==> config.mk <==
export PLATFORM = sky130hd
export DESIGN_NAME = sp_sram_arb2
export DESIGN_NICKNAME = d
export VERILOG_FILES = /design/src/rtl/sp_sram_arb_pkg.sv /design/src/rtl/sp_sram_arb2_rr_arb2.sv /design/src/rtl/sp_sram_arb2.sv
export SDC_FILE = /design/constraint.sdc
export NUM_CORES = 1
export LEC_CHECK = 0
export ABC_CLOCK_PERIOD_IN_PS = 1750
export CAP_MARGIN = 40
export CORE_ASPECT_RATIO = 2
export CORE_MARGIN = 2
export CORE_UTILIZATION = 41
export CTS_CLUSTER_DIAMETER = 50
export DETAILED_ROUTE_END_ITERATION = 10
export PLACE_DENSITY = 0.8
export SLEW_MARGIN = 20
export SYNTH_ARGS = -nofsm -noshare
export SYNTH_HDL_FRONTEND = slang
export SYNTH_SLANG_ARGS = --single-unit
==> constraint.sdc <==
create_clock -name clk -period 1.75 [get_ports clk]
set_input_delay 0.4375 -clock clk [delete_from_list [all_inputs] [get_ports clk]]
set_output_delay 0.4375 -clock clk [all_outputs]
set_load 0.03 [all_outputs]
==> src/rtl/sp_sram_arb_pkg.sv <==
// Shared constants and types for the two-requester SRAM arbiter.
// The lock feature (SRAM_ARB_LOCK_EN) uses the state encoding and counter width helper.
package sp_sram_arb_pkg;

    localparam int ADDR_WIDTH_DEF = 9;
    localparam int DATA_WIDTH_DEF = 32;

    // Requester identifiers; also the encoding of last_grant.
    localparam logic REQ0 = 1'b0;
    localparam logic REQ1 = 1'b1;

    typedef enum logic {
        ARB    = 1'b0,
        LOCKED = 1'b1
    } arb_state_t;

    // Width of the lock counter, wide enough to hold max_lock itself.
    function automatic int lock_cnt_width(input int max_lock);
        return $clog2(max_lock) + 1;
    endfunction

endpackage

==> src/rtl/sp_sram_arb2_rr_arb2.sv <==
// rr_arb2: 2-way round-robin grant with a last_grant register.
// A tie goes to the requester that was not granted last; force_en restricts the grant
// to force_id only (used by the lock logic). last_grant updates when accept is high.
module rr_arb2
    import sp_sram_arb_pkg::*;
(
    input  logic clk,
    input  logic rstn,
    input  logic valid0,
    input  logic valid1,
    input  logic accept,
    input  logic force_en,
    input  logic force_id,
    output logic grant_valid,
    output logic grant_id
);

    logic last_grant;

    // Grant selection from the current valids, last winner and the force request.
    // NOTE: every output of an always_comb gets a default first so no path can infer a latch.
    always_comb begin
        grant_valid = 1'b0;
        grant_id    = last_grant;
        if (force_en) begin
            grant_valid = (force_id == REQ0) ? valid0 : valid1;
            grant_id    = force_id;
        end else if (valid0 && valid1) begin
            grant_valid = 1'b1;
            grant_id    = ~last_grant;
        end else if (valid0) begin
            grant_valid = 1'b1;
            grant_id    = REQ0;
        end else if (valid1) begin
            grant_valid = 1'b1;
            grant_id    = REQ1;
        end
    end

    // Remember the winner of each accepted handshake; reset so the first tie goes to requester 0.
    // NOTE: state is assigned with <= so every flop samples pre-edge values regardless of block order.
    always_ff @(posedge clk) begin
        if (!rstn) begin
            last_grant <= REQ1;
        end else if (accept) begin
            last_grant <= grant_id;
        end
    end

endmodule

==> src/rtl/sp_sram_arb2.sv <==
// sp_sram_arb2: two-requester arbiter/sequencer for a 512x32 single-port SRAM.
// Commands handshake in cycle N, issue to the SRAM in N+1, read data returns in N+2.
// Optional grant locking is compiled in with the macro SRAM_ARB_LOCK_EN.
module sp_sram_arb2
    import sp_sram_arb_pkg::*;
#(
    parameter int ADDR_WIDTH = ADDR_WIDTH_DEF,
    parameter int DATA_WIDTH = DATA_WIDTH_DEF
`ifdef SRAM_ARB_LOCK_EN
    ,
    parameter int MAX_LOCK   = 16
`endif
) (
    input  logic                  clk,
    input  logic                  rstn,

    input  logic                  req0_valid,
    output logic                  req0_ready,
    input  logic                  req0_write,
    input  logic [ADDR_WIDTH-1:0] req0_addr,
    input  logic [DATA_WIDTH-1:0] req0_wdata,
    output logic                  req0_rvalid,
    output logic [DATA_WIDTH-1:0] req0_rdata,

    input  logic                  req1_valid,
    output logic                  req1_ready,
    input  logic                  req1_write,
    input  logic [ADDR_WIDTH-1:0] req1_addr,
    input  logic [DATA_WIDTH-1:0] req1_wdata,
    output logic                  req1_rvalid,
    output logic [DATA_WIDTH-1:0] req1_rdata,

`ifdef SRAM_ARB_LOCK_EN
    input  logic                  req0_lock,
    input  logic                  req1_lock,
`endif

    output logic                  sram_cs,
    output logic                  sram_wen,
    output logic [ADDR_WIDTH-1:0] sram_addr,
    output logic [DATA_WIDTH-1:0] sram_data,
    input  logic [DATA_WIDTH-1:0] sram_q
);

    logic                  grant_valid;
    logic                  grant_id;
    logic                  hs;
    logic                  force_en;
    logic                  force_id;
    logic                  sel_write;
    logic [ADDR_WIDTH-1:0] sel_addr;
    logic [DATA_WIDTH-1:0] sel_data;
    logic                  rd_s1;
    logic                  id_s1;
    logic [DATA_WIDTH-1:0] rdata0_hold;
    logic [DATA_WIDTH-1:0] rdata1_hold;

    rr_arb2 u_arb (
        .clk         (clk),
        .rstn        (rstn),
        .valid0      (req0_valid),
        .valid1      (req1_valid),
        .accept      (hs),
        .force_en    (force_en),
        .force_id    (force_id),
        .grant_valid (grant_valid),
        .grant_id    (grant_id)
    );

    // Ready is the grant itself, suppressed while reset is asserted.
    assign req0_ready = rstn & grant_valid & (grant_id == REQ0);
    assign req1_ready = rstn & grant_valid & (grant_id == REQ1);
    assign hs         = req0_ready | req1_ready;

`ifdef SRAM_ARB_LOCK_EN
    localparam int LOCK_CW = lock_cnt_width(MAX_LOCK);

    arb_state_t         state_q, state_d;
    logic               lock_id_q, lock_id_d;
    logic [LOCK_CW-1:0] lock_cnt_q, lock_cnt_d;
    logic               grant_lock;

    assign grant_lock = (grant_id == REQ0) ? req0_lock : req1_lock;

    // Lock state register.
    // NOTE: reset is synchronous: it is only seen at a clk edge, so it sits inside the clocked branch.
    always_ff @(posedge clk) begin
        if (!rstn) begin
            state_q    <= ARB;
            lock_id_q  <= REQ0;
            lock_cnt_q <= '0;
        end else begin
            state_q    <= state_d;
            lock_id_q  <= lock_id_d;
            lock_cnt_q <= lock_cnt_d;
        end
    end

    // Enter LOCKED on a locked handshake; leave on lock release or once MAX_LOCK cycles are used.
    // The counter advances every locked cycle, granted or idle, so the other side cannot starve.
    always_comb begin
        state_d    = state_q;
        lock_id_d  = lock_id_q;
        lock_cnt_d = lock_cnt_q;
        case (state_q)
            ARB: begin
                if (hs && grant_lock && (MAX_LOCK > 1)) begin
                    state_d    = LOCKED;
                    lock_id_d  = grant_id;
                    lock_cnt_d = LOCK_CW'(1);
                end
            end
            LOCKED: begin
                if ((lock_cnt_q == LOCK_CW'(MAX_LOCK - 1)) || (hs && !grant_lock)) begin
                    state_d    = ARB;
                    lock_cnt_d = '0;
                end else begin
                    lock_cnt_d = lock_cnt_q + 1'b1;
                end
            end
            default: state_d = ARB;
        endcase
    end

    assign force_en = (state_q == LOCKED);
    assign force_id = lock_id_q;
`else
    assign force_en = 1'b0;
    assign force_id = REQ0;
`endif

    // Command fields of the granted requester.
    always_comb begin
        sel_write = req0_write;
        sel_addr  = req0_addr;
        sel_data  = req0_wdata;
        if (grant_id == REQ1) begin
            sel_write = req1_write;
            sel_addr  = req1_addr;
            sel_data  = req1_wdata;
        end
    end

    // Issue stage: one SRAM access in the cycle after a handshake; addr/data hold when idle.
    always_ff @(posedge clk) begin
        if (!rstn) begin
            sram_cs   <= 1'b0;
            sram_wen  <= 1'b1;
            sram_addr <= '0;
            sram_data <= '0;
        end else begin
            sram_cs  <= hs;
            sram_wen <= hs ? ~sel_write : 1'b1;
            if (hs) begin
                sram_addr <= sel_addr;
                sram_data <= sel_data;
            end
        end
    end

    // Read-return pipeline: tag issued reads with their requester, pulse rvalid when sram_q is valid.
    always_ff @(posedge clk) begin
        if (!rstn) begin
            rd_s1       <= 1'b0;
            id_s1       <= REQ0;
            req0_rvalid <= 1'b0;
            req1_rvalid <= 1'b0;
            rdata0_hold <= '0;
            rdata1_hold <= '0;
        end else begin
            rd_s1       <= hs & ~sel_write;
            id_s1       <= grant_id;
            req0_rvalid <= rd_s1 & (id_s1 == REQ0);
            req1_rvalid <= rd_s1 & (id_s1 == REQ1);
            if (req0_rvalid) rdata0_hold <= sram_q;
            if (req1_rvalid) rdata1_hold <= sram_q;
        end
    end

    // sram_q is only valid during the return cycle, so it is passed through then and held afterwards.
    assign req0_rdata = req0_rvalid ? sram_q : rdata0_hold;
    assign req1_rdata = req1_rvalid ? sram_q : rdata1_hold;

endmodule
* Yosys cells after proc, flatten, opt, wreduce, memory -nomap -nowiden
Cells that the tools add are included.
Operators by class: $lt $le $gt $ge 0, reduce and logical (&&, ||, !) cells 2, divide/modulo/power cells 0, eq/ne operators 0, bitwise logic cells 11, multiply operators 0, shift-type cells 0, muxes and demuxes 11, $add $sub $neg 0
Operators by type and width (number):
- 32-bit two-way mux | 3
- 9-bit two-way mux | 1
- 1-bit two-way mux | 7
- 1-bit bitwise AND | 6
- 1-bit inverter | 4
- 2-bit AND reduction | 1
- 1-bit logical AND | 1
- 1-bit OR | 1
Word-level totals: memories 0, output and inout bits 111, logic and storage cells 35, ROM bits 0, memory bits (writable) 0, latch bits 0, register bits after elaboration 112, bits of input ports 120

* Longest topological paths before layout
depth after elaboration 7, mapped depth 6, depth with buffers taken out 4

* Cells and area by module
From an unflattened synthesis, not the netlist that was laid out.
Unflattened totals: cells, all modules 420, area total of the unflattened synthesis 4805.9 µm²
By module, submodules not included:
- sp_sram_arb2 | area an instance 4724.5 µm², cells an instance 409, sequential area each 2222.1 µm², instances 1
- rr_arb2 | area an instance 81.3 µm², cells an instance 11, sequential area each 20.0 µm², instances 1

* Least setup slack after synthesis
Ideal clock, no wire load.
path type register to output, from register req0_rvalid, to output port req0_rdata[0], cell stages (with the launch flop) 4, required time 1.312 ns, data arrival time 1.356 ns, buffers on the path 2, setup slack -0.044 ns, cells stage by stage dfxtp_1 -> clkbuf_1 -> buf_4 -> mux2_1
On the way: longest elaborated chain between the ends 1
Ends and longest elaborated chain:
- start, declared | RTL line sp_sram_arb2.sv:22 | output logic req0_rvalid,
- start signal, assigned | RTL line sp_sram_arb2.sv:173 | req0_rvalid <= rd_s1 & (id_s1 == REQ0);
- 32-bit two-way mux
- end, declared | RTL line sp_sram_arb2.sv:23 | output logic [DATA_WIDTH-1:0] req0_rdata,
Every way passes these cells.

* Worst setup path in the final report
from register req1_rvalid, to output port req1_rdata[28]
On the way: longest elaborated chain between the ends 1
Ends and longest elaborated chain:
- start, declared | RTL line sp_sram_arb2.sv:30 | output logic req1_rvalid,
- start signal, assigned | RTL line sp_sram_arb2.sv:174 | req1_rvalid <= rd_s1 & (id_s1 == REQ1);
- 32-bit two-way mux
- end, declared | RTL line sp_sram_arb2.sv:31 | output logic [DATA_WIDTH-1:0] req1_rdata,
Every way passes these cells.

==> impl_metrics.csv <==
group,metric,value,unit
outcome,status,"finished with violations",
outcome,violations,"negative setup slack",
synth,synth_edf_count,0,
critical_path,slowest_stage,"dfxtp_4",
pwr,clkPwrFrac,0.323,
synth,synthTopCellsByCount,"dfxtp_1, nand2_1, and2_1",
global_routing,grt_max_degree,86,
route,drt-total-wl,15700,um
critical_path,critical_path_arrival,1460,ps
synth,async_flop_share,0,
synth,synth_area_leader_cell,"dfxtp_1",
place,gp_congestion,0.784,
floorplanning,ios,231,
clock_network,cts_tree,"yes",
critical_path,crit_start,"req1_rvalid",
global_routing,overflow,0,
clock_network,cts-htree-levels,3,
floorplanning,die_y,158,um
clock_network,cts_buffers,9,
critical_path,cp.required,1310,ps
finish,final_util,0.691,
floorplanning,core-area,11600,um2
clock_network,clock_latency,330,ps
pwr,switching_power,1.72,mW
place,pre_cts_ws,-464,ps
place,portBuffers,230,
critical_path,worst_setup_path_endpoint,"req1_rdata[28]",
synth,syn_area_per_cell,10.3,um2
synth,ys_seq_area_frac,0.464,
critical_path,worstSetupPathType,"reg2out",
route,vias_per_cell,5.37,
finish,drive_gt1_frac,0.279,
route,ant_nets,0,
pwr,power_density,758,nW/um2
flow_run,maxCapViolCount,0,
synth,synth.top_cell.area_share,0.464,
finish,nets,818,
timing,slew_headroom,0.710,
critical_path,reg2regPathDepth,4,
route,avgRoutedWirePerCell,18.6,um
finish,fillers,885,
floorplanning,start_util,0.415,
clock_network,hold_buffers,0,
synth,syn_inst,470,
pwr,p_sw_frac,0.282,
route,drtIter0Drc,147,
timing,slew_violations,0,
route,first_pass_iters,4,
route,via_count,4551,
synth,syn_area,4830,um2
global_routing,grt_pass1_vias,4525,
critical_path,timing.rr.end,"rdata1_hold[22]",
synth,ys_types,31,
clock_network,cts_buffer_depth,2,
synth,yosys-top-cells-area,"dfxtp_1, mux2_2, and2_1",
pwr,combPwrFrac,0.229,
synth,syn-num-nets,590,
timing,fin_ws,-147,ps
timing,fin_crit_sh,1.08,
synth,synth-seq-cells,112,
critical_path,endpoint_kind,"output port",
timing,hold_viol,0,
timing,finalSetupViolations,64,
synth,synth_warnings,0,
route,drc,0,
place,dpl.hpwl,10800,um
global_routing,grt_pass1_wl,22600,um
floorplanning,die-area,12700,um2
pwr,leakage,3.42,nW
timing,rsz0062_at_grt,"yes",
critical_path,max_stage_delay,460,ps
critical_path,crit_path_cell_trace,"buf_12 -> mux2_4 -> buf_6",
synth,ys.flop_type,"dfxtp_1",
floorplanning,die_w,80.8,um
synth,yosysMostFrequentCell,"dfxtp_1",
pwr,power.internal,4.38,mW
timing,min_period,1900,ps
pwr,pwr-share-seq,0.448,
critical_path,critPathMaxFanout,12,
timing,fin_worst_skew,9.25,ps
finish,area_growth_syn_to_layout,66.4,%
clock_network,clock_sinks,112,
timing,worstMarginPinSlew,435,ps
global_routing,grt_use_total,0.228,
global_routing,antenna_found_initial,0,
clock_network,clk_pin_slew,80,ps
timing,fmax,527,MHz
critical_path,rr_startpoint,"req1_rvalid",
pwr,ir_worst_vdd,0.000736,V
clock_network,cts_root_buf,"clkbuf_16",
critical_path,start_kind,"flip-flop",
min_path,min_path_type,"reg2reg",
critical_path,r2r_setup_slack,380,ps
finish,num_antenna_cells,0,
floorplanning,fp-row-count,56,
-- state kept, by name, summed over array words and instances, names as in the netlist --
register and count:
sram_cs 1, id_s1 1, rdata0_hold 32, rd_s1 1, sram_addr 9, sram_wen 1, rdata1_hold 32, u_arb.last_grant 1
req0_rvalid 1, req1_rvalid 1, sram_data 32
-- how the worst min path moves through the flow --
stage               startpoint           to  slack (ps)  depth (start not counted)
global placement         id_s1  req0_rvalid         390                          1
CTS                      id_s1  req0_rvalid         410                          1
global route             id_s1  req0_rvalid         430                          1
floorplan                id_s1  req0_rvalid         380                          1
finish                   id_s1  req0_rvalid         410                          1
detailed placement       id_s1  req0_rvalid         390                          1
-- kinds of logic (layout without fill, tap and decap cells) --
logic type / after synthesis / count (layout) / share of synthesized area
AO/OA/AOI/OAI: 80 / 80 / 0.148
buffers and inverters: 52 / 284 / 0.0601
flip-flops: 112 / 112 / 0.464
multiplexers: 68 / 68 / 0.157
AND/OR/NAND/NOR: 158 / 158 / 0.170
-- power by group through the flow --
stage	logic (mW)	clock network (mW)	registers (mW)
floorplan	0.495	0	2.96
global placement	1.32	0	2.79
detailed placement	1.35	0	2.79
CTS	1.36	2.03	2.73
global route	1.47	2.12	2.75
finish	1.39	1.97	2.73
-- cell usage in the layout (no fill, tap or decap), drive strengths merged --
cell	instances
inv	7
mux2	64
o2111a	4
clkdlybuf4s50	116
dlygate4sd2	44
a211o	1
nand3	2
and3	1
nor2	4
mux2i	4
or2	1
o2111ai	35
clkbuf	12
nor3b	1
and2	64
clkinv	2
buf	103
a221o	2
o22ai	1
o211ai	1
o311ai	35
nand2	79
nand3b	4
a21bo	1
and4	2
dfxtp	112
-- stage by stage --
stage	TNS (ps)	hold slack, ps	total power, mW	instances	area, um2
2_1_floorplan	0	376	3.46	470	4830
3_3_place_gp	-7820	388	4.11	822	7150
3_5_place_dp	-9380	390	4.14	822	7150
4_1_cts	-7040	408	6.12	841	7790
5_1_grt	-8780	429	6.34	847	8040
6_report	-6280	408	6.10	847	8040
-- cell type report --
class | count | area, um2 | area share
flip-flops and latches | 112 | 2250 | 0.280
inverters | 4 | 15.0 | 0.00187
multi-input cells | 306 | 2540 | 0.315
repair buffers | 265 | 2770 | 0.344
clock buffers | 10 | 239 | 0.0297
clock inverters | 5 | 48.8 | 0.00607
well taps | 145 | 181 | 0.0226
-- per-layer routing --
layer	GRT usage	part of all wire	vias up
met5	0	0	-
met4	0.0880	0.029	0
met3	0.0487	0.061	29
met2	0.443	0.56	210
met1	0.227	0.35	2169
li1	-	-	2143
-- critical path: cells and delay by family (launching register included) --
kind | cells | cell delay (ps)
DFF | 1 | 460
muxes | 1 | 330
buffers and inverters | 2 | 320
-- what timing repair did --
action,4_1_cts,5_1_grt
buffers inserted,3,3
resized for setup,165,49
pin swaps,0,0
hold endpoints to repair,0,0
gates cloned,1,3
setup endpoints to repair,109,65
Power figures use the tool's default switching activity.
==> edit 1, RTL diff (same flow settings) <==
`DATA_WIDTH_DEF`: 32 -> 64.
--- a/src/rtl/sp_sram_arb_pkg.sv
+++ b/src/rtl/sp_sram_arb_pkg.sv
@@ -5,3 +5,3 @@
     localparam int ADDR_WIDTH_DEF = 9;
-    localparam int DATA_WIDTH_DEF = 32;
+    localparam int DATA_WIDTH_DEF = 64;
 
Ports: changed (6 resized); port bits go from 231 to 423. The function was not compared with the original's and may differ.
==> edit 1 against the original RTL <==
  * The flow still finishes with violations (negative setup slack)
  * Setup slack got worse by 0.24 ns
  * Synthesized area up 80%
  * Design area rose by 91%
  * Routed wire length is 120% higher
  * Sequential cell count grew 96
  * Total power increased by 100%
  * Sequential share of layout area decreased by 0.76 points
  * Synthesized cell count rose by 77%
  * Critical endpoint is now req0_rdata[41]
==> edit 1: results (changes against the original RTL) <==
VDD IR max=0.000668 V (was 0.000736 V); number of buffers on the longest clock path=3 (was 2); worst min-delay path class=input pin to register (was register to register); Fillers=1317 (was 885); failing checks=negative setup slack (unchanged); Critical Path Start=req0_rvalid (was req1_rvalid); final setup vio count=129 (was 64); H-tree lvl count=1 (was 3); All-Layer GR Usage=26.4% (was 22.8%); insertion delay of the later-clocked pin in the worst-skew pair=0.50 ns (was 0.33 ns); top post-synthesis cells by count=dfxtp_1 (208), and2_1 (135), mux2_2 (128) (was dfxtp_1 (112), nand2_1 (77), and2_1 (64)); Crit Path Max Fanout=7 (was 12); violation count after the first detailed-route iteration=451 (was 147); hold path start=rstn (was id_s1); biggest regs=rdata0_hold (64), rdata1_hold (64), sram_data (64) (was rdata0_hold (32), rdata1_hold (32), sram_data (32)); Post-Syn Instances=833 (was 470); placed inst area=13500 um2 (was 7150 um2); Post-CTS Resized=159 (was 165); post-CTS setup buffers=5 (was 3); PnR worst setup slack=-0.387 ns (was -0.147 ns); Rel. slew slack=56.3% (was 71.0%); clk_skew=0.0101 ns (was 0.00925 ns); Unique masters post-synth=27 (was 31); crit path DAT=1.70 ns (was 1.46 ns); Comb. pwr=0.00269 W (was 0.00139 W); Seq. pwr=0.00507 W (was 0.00273 W); net count after synthesis=1049 (was 590); leakage=6.43 nW (was 3.42 nW); status=complete, but fails checks (unchanged); CTS clk-pin slew, worst paths=0.06 ns (was 0.08 ns); vias in the first global route=8209 (was 4525)
## edit 1: metal layers
metal | vias to the layer above | GRT usage, % | part of all wire [%]
li1 | 3817 | - | -
met4 | 0 | 12.0 | 4.8
met2 | 419 | 48.8 | 54
met3 | 93 | 5.81 | 7.0
met1 | 4055 | 28.0 | 34
met5 | - | 0 | 0
## edit 1: critical path, stage by stage (launching register included)
cell and delay (ns):
dfxtp_4 0.37, buf_12 0.15, clkbuf_16 0.18, mux2_4 0.34
buf_12 0.15
## edit 1: kinds of logic (layout without fill, tap and decap cells)
group | after synthesis | after routing | share of synthesized area (%)
and+or+nand+nor | 266 | 266 | 16.5
DFF | 208 | 208 | 47.9
other | 0 | 3 | 0
muxes | 145 | 145 | 18.6
buffers and inverters | 87 | 522 | 4.62
AOI/OAI and AO/OA | 127 | 127 | 12.3
## edit 1: through the flow
stage	setup TNS [ns]	util, %
2_1_floorplan	0	-
5_1_grt	-46.73	73.2
4_1_cts	-44.92	69.4
6_report	-41.92	73.3
3_3_place_gp	-12.92	64.6
3_5_place_dp	-12.37	64.6
## edit 1: final timing paths
| kind | cells past startpoint | endpoint | slack (ns) |
|---|---|---|---|
| min | 3 | sram_data[21] | 0.29 |
| max | 4 | req0_rdata[41] | -0.39 |
| max reg2reg | 5 | sram_data[32] | 0.32 |
| min reg2reg | 1 | req0_rvalid | 0.40 |
## edit 1: area by class of cell
| cell class | count | area (um2) | area share [%] |
|---|---|---|---|
| flip-flops and latches | 208 | 4180 | 27.2 |
| clock inverters | 6 | 42.5 | 0.277 |
| clock buffers | 30 | 639 | 4.17 |
| repair buffers | 483 | 5500 | 35.9 |
| multi-input cells | 538 | 4610 | 30.1 |
| well taps | 269 | 337 | 2.20 |
| inverters | 3 | 11.3 | 0.0735 |
| diodes | 3 | 7.51 | 0.0490 |
==> edit 2, RTL diff (same flow settings) <==
Made on the original files. The option `SRAM_ARB_LOCK_EN` is turned on by a define.
--- a/src/rtl/sp_sram_arb2.sv
+++ b/src/rtl/sp_sram_arb2.sv
@@ -3,2 +3,4 @@
 // Optional grant locking is compiled in with the macro SRAM_ARB_LOCK_EN.
+`define SRAM_ARB_LOCK_EN
+
 module sp_sram_arb2
Ports: changed (added req0_lock and req1_lock); port bits go from 231 to 233. No check against the original RTL was run, so the function may have changed too.
==> edit 2 against the original RTL <==
  * The flow still finishes with violations (negative setup slack)
  * Routed wire length increased by 8.1%
  * Sequential cell count is 7 higher
  * Combinational power up 18%
  * Design area rose by 6.0%
  * First-iteration DRC count is 6.8% lower
  * Setup slack worse by 0.084 ns
  * Sequential power grew 7.7%
  * Total power up 37%
  * Synthesized cell count rose by 8.5%
  * Count of clock-buffer cells in the layout increased by 9
  * Synthesized area is essentially flat
  * Global-route usage rose by 3.6 points
  * Critical endpoint is now req1_ready
  * Highest routed layer unchanged
==> edit 2: results (changes against the original RTL) <==
Area contributors post-synth=dfxtp_1 (49%), mux2_2 (15%), and2_1 (9.1%), o21ai_0 (8.7%), a21oi_1 (4.5%) (was dfxtp_1 (46%), mux2_2 (14%), and2_1 (8.3%), o2111ai_1 (6.3%), nand2_1 (6.0%)); biggest regs=rdata0_hold (32), rdata1_hold (32), sram_data (32) (unchanged); R2R depth=7 (was 4); clk_skew=0.0103 ns (was 0.00925 ns); Hold Path Cell Cnt=2 (was 1); Total Wirelength=17.0 mm (was 15.7 mm); insertion delay of the later-clocked pin in the worst-skew pair=0.40 ns (was 0.33 ns); final setup vio count=66 (was 64); All-Layer GR Usage=26.4% (was 22.8%); Nets=882 (was 818); Fin Hold WS=0.388 ns (was 0.408 ns); slack of the worst reg-to-reg path=0.16 ns (was 0.38 ns); placed inst area=7180 um2 (was 7150 um2); Reg-to-Reg Start=lock_cnt_q[0] (was req1_rvalid); RePlAce Congestion=0.785 (was 0.784); H-tree lvl count=4 (was 3); share of layout cells above drive strength 1=28.0% (was 27.9%); hold path start=rstn (was id_s1); measured slew at the worst slew-check pin=0.554 ns (was 0.435 ns); Crit Path Max Fanout=3 (was 12); crit path DAT=1.54 ns (was 1.46 ns); prevailing post-synth register cell=dfxtp_1 (unchanged); biggest cell delay along the critical path=0.32 ns (was 0.46 ns); Worst Hold End=id_s1 (was req0_rvalid); Inserted Clock Buffers=17 (was 9); VDD IR max=0.000781 V (was 0.000736 V); Port Buffers=232 (was 230); status=complete, but fails checks (unchanged); net count after synthesis=634 (was 590); CTS clk-pin slew, worst paths=0.06 ns (was 0.08 ns); top post-synthesis cells by count=dfxtp_1 (119), o21ai_0 (84), and2_1 (70) (was dfxtp_1 (112), nand2_1 (77), and2_1 (64)); number of flops mapped to enable cells by yosys=0 (unchanged); violation count after the first detailed-route iteration=137 (was 147); vias in the first global route=4971 (was 4525); DR vias=4718 (was 4551); largest net degree at the start of global routing=73 (was 86); DP HPWL=10.4 mm (was 10.8 mm); Synth async-reset ratio=0% (unchanged); Fillers=859 (was 885); cell family with most CP delay=simple AND/OR/NAND/NOR gates (was flip-flops); leakage=3.73 nW (was 3.42 nW); Unique masters post-synth=34 (was 31); number of synthesis warnings=0 (unchanged); PnR worst setup slack=-0.231 ns (was -0.147 ns); reg-to-reg critical path endpoint=lock_cnt_q[0] (was rdata1_hold[22]); initial antenna violation count=0 (unchanged); first-pass GRT wire length=25.6 mm (was 22.6 mm); number of buffers on the longest clock path=2 (unchanged); n_diodes=0 (unchanged); slowest CP cell=dfxtp_2 (was dfxtp_4); Setup WS pre-CTS=-0.501 ns (was -0.464 ns); failing checks=negative setup slack (unchanged); register area share after synthesis=49.3% (was 46.4%); worst min-delay path class=input pin to register (was register to register)
==> edit 2: cell types whose count changed after synthesis, moves of 6 or more <==
cell,delta
buf_4,-9
o2111ai_1,-35
buf_6,-6
and2_1,+6
a21oi_1,+43
o21ai_0,+84
dfxtp_1,+7
o311ai_1,-30
nand2_1,-29
==> edit 2: layer usage <==
metal / routed length [um] / up-vias / global-route usage (%)
met4: 386 / 0 / 8.39
met2: 9520 / 200 / 50.7
li1: - / 2233 / -
met3: 1140 / 26 / 7.63
met5: 0 / - / 0
met1: 5970 / 2259 / 26.4
==> edit 2: area by class of cell <==
cell class                      count  area [um2]  area share [%]
Clock buffer                       19         453            5.32
Sequential cell                   119        2400            28.1
Tap cell                          145         181            2.13
Inverter                            5        18.8           0.220
Timing Repair Buffer              268        2750            32.2
Multi-Input combinational cell    347        2530            29.7
Clock inverter                     13         194            2.28
==> edit 2: stage by stage <==
step	power (W)	TNS, ns	cells
4_1_cts	0.00839	-12.49	912
3_3_place_gp	0.00449	-13.97	868
5_1_grt	0.00869	-12.99	916
3_5_place_dp	0.00453	-16.17	868
6_report	0.00837	-9.66	916
2_1_floorplan	0.00378	-0.0316	510
==> edit 2: worst max-delay path by stage <==
stage	start	endpoint	slack (ns)	cells past startpoint
after floorplan	req0_valid	req1_ready	-0.03	5
after global placement	req0_valid	req1_ready	-0.48	6
after detailed placement	req0_valid	req1_ready	-0.50	6
after CTS	u_arb.last_grant	req1_ready	-0.29	5
after global routing	u_arb.last_grant	req1_ready	-0.30	5
final	u_arb.last_grant	req1_ready	-0.23	5
==> edit 2: power by group <==
part	internal [W]	switching (W)
Sequential	0.00286	0.0000774
Clock	0.00248	0.00131
Combinational	0.000767	0.000869
==> edit 2: repair_timing <==
action,in CTS,in global routing
resized for setup,191,19
setup buffers,7,8
pin swaps,1,1
endpoints found under the setup margin,109,67
gates cloned,5,2
==> edit 2: logic make-up after synthesis <==
| family | after synthesis | share of synthesized area, % |
|---|---|---|
| fa+ha+maj | 2 | 0.518 |
| buf+inv | 44 | 3.94 |
| compound gates | 143 | 15.8 |
| simple gates | 135 | 14.9 |
| xor+xnor | 1 | 0.181 |
| mux | 66 | 15.3 |
| flops | 119 | 49.3 |
